### src/rtl/multi_debouncer.sv
// multi_debouncer: N-channel push-button conditioner.
// Each raw button level goes through a flip-flop synchroniser. The press and
// the release are then both debounced with a per-channel stability counter.
// The block drives a registered level, one-cycle press and release pulses,
// and a toggle level that flips on every accepted press. Every output is
// registered in the clk domain.
module multi_debouncer #(
  parameter int N_CH        = 5,
  parameter int CNT_W       = 16,
  parameter int STABLE_CNT  = 65535,  // 1 .. 2**CNT_W-1
  parameter int SYNC_STAGES = 2       // >= 2
) (
  input  logic              clk,
  input  logic              rst,
  input  logic [N_CH-1:0]   btn_in,
  input  logic [N_CH-1:0]   toggle_clr,
  output logic [N_CH-1:0]   btn_state,
  output logic [N_CH-1:0]   btn_press,
  output logic [N_CH-1:0]   btn_release,
  output logic [N_CH-1:0]   btn_toggle
);

  // Terminal count: a mismatch seen with the counter at this value is the
  // STABLE_CNT-th consecutive one, so the change is accepted.
  localparam logic [CNT_W-1:0] CNT_LAST = CNT_W'(STABLE_CNT - 1);

  logic [N_CH-1:0]  sync_q [SYNC_STAGES];
  logic [N_CH-1:0]  sync;
  logic [CNT_W-1:0] cnt_q  [N_CH];
  logic [N_CH-1:0]  differ;
  logic [N_CH-1:0]  at_last;
  logic [N_CH-1:0]  accept;
  logic [N_CH-1:0]  press_now;

  assign sync = sync_q[SYNC_STAGES-1];

  // Per-channel decode of the counter: mismatch, terminal count, acceptance.
  always_comb begin
    for (int i = 0; i < N_CH; i++) begin
      differ[i]  = sync[i] ^ btn_state[i];
      at_last[i] = (cnt_q[i] == CNT_LAST);
    end
  end

  assign accept    = differ & at_last;
  assign press_now = accept & sync;

  // Synchroniser chain for the asynchronous raw button levels.
  always_ff @(posedge clk) begin
    if (rst) begin
      for (int s = 0; s < SYNC_STAGES; s++) sync_q[s] <= '0;
    end else begin
      sync_q[0] <= btn_in;
      for (int s = 1; s < SYNC_STAGES; s++) sync_q[s] <= sync_q[s-1];
    end
  end

  // Stability counters. A single matching sample restarts the count, and
  // the count is cleared again on acceptance, so it never passes CNT_LAST.
  always_ff @(posedge clk) begin
    if (rst) begin
      for (int i = 0; i < N_CH; i++) cnt_q[i] <= '0;
    end else begin
      for (int i = 0; i < N_CH; i++) begin
        if (!differ[i] || at_last[i]) cnt_q[i] <= '0;
        else                          cnt_q[i] <= cnt_q[i] + CNT_W'(1);
      end
    end
  end

  // Debounced level and the one-cycle pulses. Both are registered on the
  // acceptance edge, so the pulses line up with the level change.
  always_ff @(posedge clk) begin
    if (rst) begin
      btn_state   <= '0;
      btn_press   <= '0;
      btn_release <= '0;
    end else begin
      btn_state   <= btn_state ^ accept;
      btn_press   <= press_now;
      btn_release <= accept & ~sync;
    end
  end

  // Toggle level. It flips on the same edge that raises btn_press. A clear
  // on that edge takes priority over the flip.
  always_ff @(posedge clk) begin
    if (rst) begin
      btn_toggle <= '0;
    end else begin
      btn_toggle <= (btn_toggle ^ press_now) & ~toggle_clr;
    end
  end

endmodule

### config.mk
export PLATFORM = sky130hd
export DESIGN_NAME = multi_debouncer
export DESIGN_NICKNAME = d
export VERILOG_FILES = /design/src/rtl/multi_debouncer.sv
export SDC_FILE = /design/constraint.sdc
export NUM_CORES = 1
export LEC_CHECK = 0
export ABC_AREA = 1
export CORE_MARGIN = 8
export CORE_UTILIZATION = 50
export CTS_BUF_LIST = sky130_fd_sc_hd__clkbuf_8
export CTS_CLUSTER_DIAMETER = 80
export DETAILED_ROUTE_END_ITERATION = 10
export PLACE_DENSITY = 0.8
export SYNTH_ARGS = -nofsm -noshare
export SYNTH_HDL_FRONTEND = slang
export SYNTH_SLANG_ARGS = --single-unit
### constraint.sdc
create_clock -name clk -period 2.1 [get_ports clk]
set_input_delay 0.42 -clock clk [delete_from_list [all_inputs] [get_ports clk]]
set_output_delay 0.42 -clock clk [all_outputs]
set_load 0.01 [all_outputs]
==> flow_summary_export.csv, run 1 <==
group,metric,value,unit
pwr,power.density,585.7,mW/mm²
min_path,min-delay-path-class,"flop to flop",
route,drt.antenna.violating_nets,0,
setup_path,timing.critical_path.buf_inv,1,
route,routedWlPerCell,11.11,µm
pwr,design_power_total,3.928,mW
placement,place.port_buffers,31,
floorplanning,area_of_the_die,0.01520,mm²
global_routing,globalRouteTotalUtil,0.1510,
pwr,ir_drop,0.0004777,V
yosys,yosys_warnings,0,
timing,period_needed,1797,ps
yosys,predominant_post_synthesis_flop_cell,"sky130_fd_sc_hd__edfxtp_1",
yosys,netlist_instances,685,
placement,placed_area,0.006519,mm²
route,drt_drc_violations_left,0,
timing,max_slew_margin,0.6519,
setup_path,crit_cells,1,
clock_tree,htree_levels,3,
route,drt_iter0_drc,273,
placement,post-place-ws,14.95,ps
setup_path,path_max_fanout,4,
final_layout,finish.net_count,825,
final_layout,non_filler_instance_count_after_layout,951,
clock_tree,clock-root-buffer,"sky130_fd_sc_hd__clkbuf_8",
final_layout,final_layout_size_suffix_gt1_frac,0.05941,
yosys,async_flop_share,0,
setup_path,cp_slowest_cell,"sky130_fd_sc_hd__clkdlybuf4s50_1",
clock_tree,clock-sinks,110,
setup_path,setup.worst_path.end_class,"output pin",
setup_path,reg2reg_from,"cnt_q[3][0]",
global_routing,grt_max_degree,18,
clock_tree,post-cts-setup-buffers,0,
timing,final.setup.worst_slack,302.5,ps
timing,drv_slew,0,
final_layout,mostFrequentLayoutCell,"sky130_fd_sc_hd__nand2_1",
timing,worst-slew-pin-transition,518.2,ps
clock_tree,tritoncts.num_buffers,9,
flow_run,drv_cap,0,
setup_path,critical-path-top-delay-family,"buffers and inverters",
global_routing,antenna_found_initial,0,
setup_path,crit_path_start_kind,"flop",
final_layout,final.fill_count,1036,
route,routed_wl,10.56,mm
timing,rsz0062_at_grt,"false",
yosys,synth.ff_latch_count,110,
final_layout,layout.cells.most_common_list,"142 x sky130_fd_sc_hd__nand2_1, 134 x sky130_fd_sc_hd__nor2_1, 95 x sky130_fd_sc_hd__inv_1, 80 x sky130_fd_sc_hd__edfxtp_1, 80 x sky130_fd_sc_hd__conb_1",
global_routing,vias_in_the_first_global_route,4261,
floorplanning,floorplan.initialDensity,0.5083,
route,vias,4427,
setup_path,worstReg2RegEnd,"cnt_q[3][5]",
timing,final-hold-violation-count,0,
timing,finalSetupViolations,0,
setup_path,timing.reg2reg.setup_slack,330,ps
setup_path,r2r_cells,9,
setup_path,worst-endpoint-required,1680,ps
clock_tree,postCtsHoldBufs,0,
setup_path,critical_path.max_stage_delay,570,ps
global_routing,grt_pass1_wl,18.40,mm
timing,finalSetupTns,0,ps
final_layout,areaGrowthSynthToFinish,16.57,%
timing,max_freq,556.3,MHz
setup_path,setup.worst_path.class,"flop to output pin",
yosys,synth_edf_count,80,
placement,dpl.hpwl,8.000,mm
setup_path,endpoint,"btn_state[0]",
clock_tree,ctsLongestPathBuffers,2,
global_routing,global_route.overflow_total,0,
clock_tree,tritoncts,"done",
pwr,p_leak,2.711,nW
placement,placed_cells_incl_taps,935,
floorplanning,fp.dieH,123.3,µm
yosys,share_of_the_yosys_chip_area_belonging_to_registers,0.5219,
floorplanning,floorplan.core_area,0.01132,mm²
run_status,outcome,"completed",
placement,finalWeightedCongestion,0.8385,
timing,worst_clock_skew,8.852,ps
setup_path,timing.critical_path.arrival,1380,ps
final_layout,post_route_cell_area,0.006708,mm²
yosys,postSynthAreaPerCell,8.400,µm²
timing,layout_worst_path_cycle_share,0.8559,
min_path,worst_hold_startpoint,"sync_q[0][2]",
setup_path,critical_path.cell_chain,"clkdlybuf4s50_1",
floorplanning,design.portCount,32,
floorplanning,die_width,123.3,µm
clock_tree,cts.reportedPaths.clkPinSlew,100,ps
yosys,yosysUniqueCellTypes,32,
yosys,netlist_area,0.005754,mm²
clock_tree,ctsResizeCount,0,
route,drt-vias-per-instance,4.655,
final_layout,n_antenna_cell,0,
route,drt_pre_antenna_iters,4,
floorplanning,rows,39,
clock_tree,worstSkewPairLatency,380,ps
==> worst min-delay path by stage <==
stage / to / cells after the start
2_1_floorplan: sync_q[0][5] / 2
3_3_place_gp: sync_q[0][8] / 2
3_5_place_dp: sync_q[0][7] / 2
4_1_cts: sync_q[0][7] / 2
5_1_grt: sync_q[0][7] / 2
6_report: sync_q[0][7] / 2
==> power breakdown <==
part	switching (mW)	leakage [nW]	internal, mW
combinational	0.127	1.54	0.0794
sequential	0.0705	1.07	2.40
clock	0.705	0.106	0.546
==> final cells by class <==
cell class | instances | area (µm²) | area share
inverter | 96 | 360.3 | 0.05372
clock buffer | 9 | 123.9 | 0.01847
tap | 143 | 178.9 | 0.02667
timing repair buffer | 36 | 347.8 | 0.05186
multi-input combinational | 550 | 2629 | 0.3919
sequential | 110 | 3003 | 0.4477
clock inverter | 7 | 65.06 | 0.009700
==> worst register-to-register path, delay by kind of cell (launching register included) <==
family                   cells  cell delay, ps
adder cells (fa/ha/maj)      1             160
flip-flops                   1             450
buffers and inverters        3             360
AND/OR/NAND/NOR              5             570
==> layer usage <==
metal  global-route usage  vias to the layer above  routed length [µm]
li1                     -                     2350                   -
met5                    0                        -                   0
met1               0.1759                     2005                4750
met3              0.03607                       12                 390
met2               0.2670                       60                5255
met4              0.05117                        0                 165
==> registers in the layout, indices dropped and copies added, names as in the netlist, named ones only <==
name         count
btn_toggle       5
sync_q          10
btn_release      5
cnt_q           80
btn_press        5
==> logic make-up (layout without fill, tap and decap cells) <==
| group | Yosys count | count (layout) | synth area share |
|---|---|---|---|
| AO/OA/AOI/OAI | 48 | 48 | 0.04371 |
| XOR/XNOR | 37 | 37 | 0.05632 |
| adder cells (fa/ha/maj) | 10 | 10 | 0.02174 |
| buffers and inverters | 104 | 148 | 0.07284 |
| flip-flops | 110 | 110 | 0.5219 |
| other | 1 | 80 | 0.0006517 |
| AND/OR/NAND/NOR | 375 | 375 | 0.2829 |
==> per-stage QoR <==
step | util | hold WS, ps
after floorplan | - | 388.3
final | 0.5925 | 406.2
after global placement | 0.5758 | 390.0
after global routing | 0.5925 | 423.6
after CTS | 0.5925 | 409.2
after detailed placement | 0.5758 | 395.6
==> synth_stat cells (3+ instances only) <==
master / number / area share
sky130_fd_sc_hd__o21ai_0: 8 / 0.0070
sky130_fd_sc_hd__nand2_2: 4 / 0.0043
sky130_fd_sc_hd__nand2_1: 142 / 0.093
sky130_fd_sc_hd__inv_2: 3 / 0.0020
sky130_fd_sc_hd__nand3b_1: 4 / 0.0052
sky130_fd_sc_hd__nor2_1: 134 / 0.087
sky130_fd_sc_hd__or2_2: 8 / 0.0087
sky130_fd_sc_hd__edfxtp_1: 80 / 0.42
sky130_fd_sc_hd__nand4_1: 16 / 0.017
sky130_fd_sc_hd__xnor2_1: 22 / 0.033
sky130_fd_sc_hd__nor3_1: 12 / 0.010
sky130_fd_sc_hd__nand3_1: 37 / 0.032
sky130_fd_sc_hd__nor2_2: 7 / 0.0076
sky130_fd_sc_hd__inv_1: 93 / 0.061
sky130_fd_sc_hd__ha_1: 10 / 0.022
sky130_fd_sc_hd__xor2_1: 15 / 0.023
sky130_fd_sc_hd__dfxtp_1: 30 / 0.10
sky130_fd_sc_hd__a21oi_1: 35 / 0.030
sky130_fd_sc_hd__nor2_4: 5 / 0.0098
sky130_fd_sc_hd__buf_6: 3 / 0.0059
Power figures use the tool's default switching activity.
==> run 2: changes to the inputs <==
- PLACE_DENSITY: 0.8 -> 0.69
- RECOVER_POWER: default -> 50
==> run 2 against run 1 <==
  * First-iteration DRC count is 29% lower
  * Utilization fell by 0.23 points
  * Register-to-register slack lost 80 ps
  * Sequential share of layout area rose by 0.18 points
  * Total power is 0.27% lower
  * Cell area fell by 0.39%
  * Non-clock buffer count up 1
  * Die area did not move
  * Critical path type is now flop to flop
==> flow_summary_export.csv, run 2 (synthesis results as in run 1) <==
group,metric,value,unit
route,routed_wl,10.47,mm
route,drt-vias-per-instance,4.608,
floorplanning,area_of_the_die,0.01520,mm²
global_routing,vias_in_the_first_global_route,4310,
route,drt.antenna.violating_nets,0,
placement,placed_area,0.006526,mm²
timing,finalSetupViolations,0,
final_layout,largest_register_ffs,80,
setup_path,timing.critical_path.arrival,1990,ps
floorplanning,fp.dieH,123.3,µm
floorplanning,design.portCount,32,
clock_tree,tritoncts.num_buffers,9,
clock_tree,post-cts-setup-buffers,0,
clock_tree,worstSkewPairLatency,380,ps
setup_path,setup.worst_path.end_class,"flop",
run_status,outcome,"completed",
final_layout,areaGrowthSynthToFinish,16.11,%
final_layout,finish.net_count,826,
timing,drv_slew,0,
final_layout,reg_top3,"cnt_q x80, sync_q x10",
timing,final-hold-violation-count,0,
setup_path,crit_path_start_kind,"flop",
pwr,power.density,586.4,mW/mm²
floorplanning,rows,39,
flow_run,drv_cap,0,
timing,layout_worst_path_cycle_share,0.8831,
global_routing,global_route.overflow_total,0,
final_layout,final_util,0.5902,
global_routing,grt_max_degree,18,
setup_path,worst-endpoint-required,2230,ps
global_routing,globalRouteTotalUtil,0.1517,
timing,final.setup.worst_slack,245.4,ps
placement,finalWeightedCongestion,0.8325,
floorplanning,floorplan.initialDensity,0.5083,
clock_tree,ctsResizeCount,0,
timing,max_slew_margin,0.4674,
timing,rsz0062_at_grt,"false",
pwr,design_power_total,3.918,mW
pwr,p_leak,2.727,nW
timing,finalSetupTns,0,ps
pwr,ir_drop,0.0003884,V
final_layout,mostFrequentLayoutCell,"sky130_fd_sc_hd__nand2_1",
clock_tree,tritoncts,"done",
global_routing,antenna_found_initial,0,
route,drt_iter0_drc,195,
clock_tree,clock-root-buffer,"sky130_fd_sc_hd__clkbuf_8",
final_layout,final.fill_count,1048,
timing,period_needed,1855,ps
route,vias,4387,
floorplanning,die_width,123.3,µm
clock_tree,clock-sinks,110,
timing,worst-slew-pin-transition,799.0,ps
timing,worst_clock_skew,9.361,ps
final_layout,post_route_cell_area,0.006681,mm²
route,drt_pre_antenna_iters,4,
clock_tree,ctsLongestPathBuffers,2,
final_layout,largest_register,"cnt_q",
placement,dpl.hpwl,7.995,mm
clock_tree,cts.reportedPaths.clkPinSlew,100,ps
setup_path,path_max_fanout,6,
clock_tree,htree_levels,3,
floorplanning,floorplan.core_area,0.01132,mm²
clock_tree,postCtsHoldBufs,0,
setup_path,setup.worst_path.class,"flop to flop",
final_layout,layout.cells.most_common_list,"142 x sky130_fd_sc_hd__nand2_1, 138 x sky130_fd_sc_hd__nor2_1, 94 x sky130_fd_sc_hd__inv_1, 80 x sky130_fd_sc_hd__edfxtp_1, 80 x sky130_fd_sc_hd__conb_1",
timing,max_freq,539.2,MHz
placement,post-place-ws,69.93,ps
route,drt_drc_violations_left,0,
global_routing,grt_pass1_wl,18.40,mm
placement,place.port_buffers,31,
final_layout,final_layout_size_suffix_gt1_frac,0.05192,
route,routedWlPerCell,11.00,µm
min_path,min-delay-path-class,"flop to flop",
final_layout,n_antenna_cell,0,
run 2: cell count changes in the layout (fill, tap and decap cells not counted), moves of 3 or more:
cell and change:
sky130_fd_sc_hd__clkdlybuf4s50_1 -12, sky130_fd_sc_hd__dlygate4sd3_1 +12, sky130_fd_sc_hd__clkbuf_1 +4, sky130_fd_sc_hd__nor2_1 +4
sky130_fd_sc_hd__buf_4 -3, sky130_fd_sc_hd__clkinvlp_4 +3
run 2: cell type report:
type | count | area [µm²] | share of cell area
Multi-Input combinational cell | 550 | 2609 | 0.3904
Timing Repair Buffer | 37 | 340.3 | 0.05094
Sequential cell | 110 | 3003 | 0.4494
Inverter | 96 | 360.3 | 0.05393
Clock buffer | 9 | 123.9 | 0.01854
Tap cell | 143 | 178.9 | 0.02678
Clock inverter | 7 | 66.31 | 0.009925
run 2: worst max-delay path: stages, from the launching register on:
cell and delay [ps]:
sky130_fd_sc_hd__edfxtp_1 450, sky130_fd_sc_hd__inv_1 90, sky130_fd_sc_hd__ha_1 140, sky130_fd_sc_hd__nand2_1 60
sky130_fd_sc_hd__nor2_1 100, sky130_fd_sc_hd__nand3_1 90, sky130_fd_sc_hd__nor2_1 340, sky130_fd_sc_hd__nor2_1 170
sky130_fd_sc_hd__o21ai_0 120, sky130_fd_sc_hd__nor2_1 50
run 2: stage by stage:
| step | hold slack [ps] | instances |
|---|---|---|
| 2_1_floorplan | 388.3 | 764 |
| 3_3_place_gp | 390.1 | 936 |
| 3_5_place_dp | 399.4 | 936 |
| 4_1_cts | 412.4 | 952 |
| 5_1_grt | 428.7 | 952 |
| 6_report | 409.5 | 952 |
run 2: path summary, 6_finish.rpt:
check | startpoint | endpoint | slack (ps) | depth (start not counted)
worst max-delay path | cnt_q[2][0] | cnt_q[2][13] | 250 | 9
worst min-delay path | sync_q[0][0] | sync_q[0][5] | 410 | 2
worst max register to register | cnt_q[2][0] | cnt_q[2][13] | 250 | 9
worst min register to register | sync_q[0][0] | sync_q[0][5] | 410 | 2
run 2: where the power goes:
group | leakage [nW] | switching [mW] | internal, mW
combinational | 1.57 | 0.126 | 0.0777
clock | 0.0924 | 0.702 | 0.543
sequential | 1.07 | 0.0690 | 2.40
run 2: metal layers:
metal | part of all wire | vias to the layer above | global-route usage
met2 | 0.48 | 62 | 0.2602
met5 | 0 | - | 0
met4 | 0.021 | 0 | 0.07901
met1 | 0.47 | 1964 | 0.1801
li1 | - | 2347 | -
met3 | 0.032 | 14 | 0.02466
==> variant 1 (flow settings as in run 2) <==
`N_CH`: 5 -> 10.
--- a/src/rtl/multi_debouncer.sv
+++ b/src/rtl/multi_debouncer.sv
@@ -7,3 +7,3 @@
 module multi_debouncer #(
-  parameter int N_CH        = 5,
+  parameter int N_CH        = 10,
   parameter int CNT_W       = 16,
Interface: changed (6 resized); port bits go from 32 to 62. No check against the original RTL was run, so the function may have changed too.
==> variant 1 against run 2 <==
  * Sequential power is 100% higher
  * Critical endpoint is now btn_state[8]
  * Sequential cell count is 110 higher
  * Worst setup slack worse by 0.082 ns
  * Wire length is 110% higher
  * Synthesized area is 100% higher
  * Power is 130% higher
  * Cell area is 110% higher
==> variant 1: results (changes against run 2) <==
largest cells by area after synthesis edfxtp_1 (41%), nand2_1 (11%), dfxtp_1 (10%) (was edfxtp_1 (42%), dfxtp_1 (10%), nand2_1 (9.3%)); skew final 0.01725 ns (was 0.009361 ns); Least-Margin Pin Slew 0.7274 ns (was 0.7990 ns); Worst Path Arrival 1.52 ns (was 1.99 ns); synth cell count leaders nand2_1 (328), nor2_1 (287), inv_1 (196) (was nand2_1 (142), nor2_1 (134), inv_1 (93)); Vias 9195 (was 4387); crit-path max FO 5 (was 6); GRT Total Usage 15.71% (was 15.17%); post-synthesis adder-cell area fraction 2.142% (was 2.174%); routability-driven placement congestion ratio 0.8537 (was 0.8325); xor/xnor share of the synthesized area 4.123% (was 5.632%); met3 GRT Util 3.494% (was 2.466%); DRT iter0 DRCs 545 (was 195); Nets 1722 (was 826); drt first pass iters 5 (was 4); total CTS buffers 40 (was 9); Clock Pin Slew Worst Setup and Hold Paths 0.06 ns (was 0.10 ns); status finished clean (unchanged); Worst-Skew Late Latency 0.52 ns (was 0.38 ns); clk buf depth 3 (was 2); largest net degree at the start of global routing 16 (was 18); met1 Use GR 19.46% (was 18.01%); Seq/Total Area, Yosys 51.40% (was 52.19%); Worst IR Drop VDD 0.4024 mV (was 0.3884 mV); wirelength, routed 21770 µm (was 10470 µm); Post-synth EDFFs 160 (was 80); Worst path max stage delay 0.58 ns (was 0.45 ns); vias in the first global route 8883 (was 4310); Worst Hold Class input port to register (was register to register); leakage power 5.907 nW (was 2.727 nW); met2 Track Usage GR 26.76% (was 26.02%); share of cells above drive strength 1 6.257% (was 5.192%); first-pass GRT wire length 38150 µm (was 18400 µm); Largest regs cnt_q (160), sync_q (20) (was cnt_q (80), sync_q (10)); critical path's top delay family buffers and inverters (was simple AND/OR/NAND/NOR gates); H-Tree Level Count 2 (was 3); count of different cell masters after synthesis 36 (was 32)
## variant 1: logic make-up (layout without fill, tap and decap cells)
group	Yosys count	count (layout)
buffers and inverters	216	342
AOI/OAI and AO/OA	109	109
adders and majority gates	20	20
xor gates and xnor gates	55	55
and+or+nand+nor	804	804
other	1	160
DFF	220	220
## variant 1: layout make-up
cell class,count,share of cell area [%]
Clock buffer,49,4.858
Clock inverter,23,0.6849
Inverter,201,5.452
Multi-Input combinational cell,1148,38.24
Sequential cell,220,43.26
Tap cell,319,2.875
Timing Repair Buffer,69,4.632
## variant 1: worst paths after layout
kind	depth (start not counted)	start	slack [ns]	endpoint
max reg2reg	9	cnt_q[5][0]	0.22	cnt_q[5][5]
min reg2reg	2	sync_q[0][9]	0.40	sync_q[0][19]
max	1	register	0.16	btn_state[8]
min	2	rst	0.39	sync_q[0][18]
## variant 1: stage by stage
stage,worst slack [ns],hold slack (ns),instances,cell area (µm²),util [%]
6_report,0.1629,0.3921,2029,13880,59.86
5_1_grt,0.08044,0.3988,2029,13880,59.86
4_1_cts,0.1090,0.2176,2029,13990,60.34
3_5_place_dp,0.2785,0.3948,1957,13220,57.02
3_3_place_gp,0.3411,0.3894,1957,13220,57.02
2_1_floorplan,0.5311,0.3883,1584,12280,-
## variant 1: power breakdown
part           leakage, nW  total [mW]  internal, mW  switching, mW
Clock                0.457        3.83          2.10           1.73
Sequential            2.14        4.95          4.81          0.138
Combinational         3.31       0.412         0.149          0.262
Total                 5.91        9.19          7.06           2.13
## variant 1: routing by layer
layer,vias to the layer above,routed length (µm)
li1,4913,-
met1,4109,10160
met2,136,10140
met3,37,995
met4,0,476
met5,-,0
==> variant 2 (flow settings as in run 2) <==
Without the edit above. The output `btn_press` loses its register stage (`btn_press` becomes a continuous assignment).
--- a/src/rtl/multi_debouncer.sv
+++ b/src/rtl/multi_debouncer.sv
@@ -75,3 +75,2 @@
       btn_state   <= '0;
-      btn_press   <= '0;
       btn_release <= '0;
@@ -79,3 +78,2 @@
       btn_state   <= btn_state ^ accept;
-      btn_press   <= press_now;
       btn_release <= accept & ~sync;
@@ -83,2 +81,4 @@
   end
+
+  assign btn_press = press_now;
 
Behaviour: no difference found for any inputs over 10 cycles, from zero or initial values and one cycle with rst high; that may be too few to reach the edited logic, so the function may still have changed.
==> variant 2 against run 2 <==
  * The run now ends with negative setup slack left
  * Cell area up 4.6%
  * Power up 2.5%
  * Count of clock-buffer cells in the layout unchanged
  * Final cell count up 1.9%
  * Wire length up 3.0%
  * Via count up 4.2%
  * Non-clock buffer count up 31
  * Worst setup slack worse by 0.25 ns
  * Sequential cell count down 5
  * Synthesized area about the same
  * Global-route usage down 0.13 points
  * Synthesized cell count down 2.2%
  * Sequential share of layout area down 3.4 points
  * Largest cell class unchanged
  * Largest power group unchanged
==> variant 2: results (changes against run 2) <==
final setup violation count 1 (was 0); crit-path max FO 2 (was 6); Placed Area 6698 µm² (was 6526 µm²); routability-driven placement congestion ratio 0.8644 (was 0.8325); Post-synth EDFFs 80 (unchanged); initial antenna violation count 0 (unchanged); skew final 0.01222 ns (was 0.009361 ns); first-pass GRT wire length 18330 µm (was 18400 µm); drt first pass iters 5 (was 4); Largest regs cnt_q (80), sync_q (10) (unchanged); Avg Cell Area, Syn 8.592 µm² (was 8.400 µm²); synth cell count leaders nand2_1 (142), nor2_1 (114), inv_1 (87) (was nand2_1 (142), nor2_1 (134), inv_1 (93)); share of cells above drive strength 1 14.75% (was 5.192%); status complete, but fails checks (was finished clean); Vias 4571 (was 4387); wirelength, routed 10780 µm (was 10470 µm); fill count 1004 (was 1048); leakage power 2.821 nW (was 2.727 nW); Worst path max stage delay 0.41 ns (was 0.45 ns); vias in the first global route 4284 (was 4310); yosys warns 0 (unchanged); Cell Pwr Density 574.9 nW/µm² (was 586.4 nW/µm²); Critical Path Slowest Stage Cell edfxtp_1 (unchanged); GRT Total Usage 15.04% (was 15.17%); largest net degree at the start of global routing 18 (unchanged); Worst IR Drop VDD 0.4148 mV (was 0.3884 mV); vias per cell 4.712 (was 4.608); Least-Margin Pin Slew 0.7915 ns (was 0.7990 ns); Worst Path Arrival 1.69 ns (was 1.99 ns); DRT iter0 DRCs 320 (was 195); count of different cell masters after synthesis 37 (was 32); Nets 844 (was 826); failing checks negative setup slack; critical path's top delay family simple AND/OR/NAND/NOR gates (unchanged); Seq/Total Area, Yosys 50.42% (was 52.19%); Worst-Skew Late Latency 0.38 ns (about the same); largest cells by area after synthesis edfxtp_1 (42%), nand2_1 (9.3%), dfxtp_1 (8.7%) (was edfxtp_1 (42%), dfxtp_1 (10%), nand2_1 (9.3%)); Place WS -0.04833 ns (was 0.06993 ns); dpl hpwl 8275 µm (was 7995 µm); root buf cell clkbuf_8 (unchanged); Worst Hold Class register to register (unchanged); area share of the largest cell type after synthesis 41.73% (was 41.75%); Inst Count DP 946 (was 936); Ant. Diodes 0 (unchanged); final worst slack -0.005165 ns (was 0.2454 ns); clk buf depth 2 (unchanged)
==> variant 2: cell count changes in the layout (fill, tap and decap cells not counted), moves of 9 or more <==
| cell | delta |
|---|---|
| a21oi_1 | -10 |
| inv_1 | -9 |
| nor2_2 | +10 |
| nor2_4 | +9 |
| buf_4 | +31 |
| dlygate4sd3_1 | -11 |
| nor2_1 | -23 |
==> variant 2: worst min-delay path, delay by kind of cell, from the launching register on <==
family	cells	cell delay, ns
flip-flops	1	0.31
buffers and inverters	1	0.04
AND/OR/NAND/NOR	1	0.03
==> variant 2: logic make-up (layout without fill, tap and decap cells) <==
kind of cell / count (synthesis) / after routing / synth area share [%]
xor gates and xnor gates: 37 / 37 / 5.629
and+or+nand+nor: 372 / 372 / 29.93
adders and majority gates: 10 / 10 / 2.173
AOI/OAI and AO/OA: 46 / 46 / 4.586
DFF: 105 / 105 / 50.42
other: 1 / 80 / 0.06514
buffers and inverters: 99 / 177 / 7.194
==> variant 2: worst paths after layout <==
kind / from / endpoint / slack, ns / cells past startpoint
worst max register to register: cnt_q[4][0] / cnt_q[4][5] / 0.18 / 10
worst min register to register: sync_q[0][0] / sync_q[0][5] / 0.41 / 2
worst min-delay path: sync_q[0][0] / sync_q[0][5] / 0.41 / 2
worst max-delay path: cnt_q[0][0] / btn_press[0] / -0.005 / 9
==> variant 2: area by class of cell <==
type,instances,share of cell area [%]
flip-flops and latches,105,41.55
inverters,93,5.032
repair buffers,68,7.987
clock buffers,9,1.773
multi-input cells,545,39.76
clock inverters,7,1.343
well taps,143,2.561
==> variant 2: metrics by stage <==
step                      setup TNS [ns]  hold WS [ns]
after floorplan                        0        0.3883
after detailed placement        -0.04833        0.3949
after global routing             -0.3628        0.4269
after CTS                       -0.05736        0.4096
after global placement                 0        0.3917
final                          -0.005165        0.4084
==> variant 2: metal layers <==
layer	track usage, %	up-vias	share of wire (%)
met3	2.648	17	3.7
met4	7.600	0	2.2
met5	0	-	0
li1	-	2378	-
met1	18.35	2095	46
met2	25.14	81	48
==> variant 2: where the power goes <==
part           leakage (nW)  switching (mW)  internal [mW]
Clock                 0.111           0.719          0.674
Sequential             1.03          0.0625           2.31
Combinational          1.68           0.151          0.105
==> variant 2: repair_timing <==
item	in CTS	in global routing
pin swaps	6	10
resized for setup	24	14
endpoints found under the setup margin	5	4
setup buffers	3	5
endpoints found under the hold margin	0	0
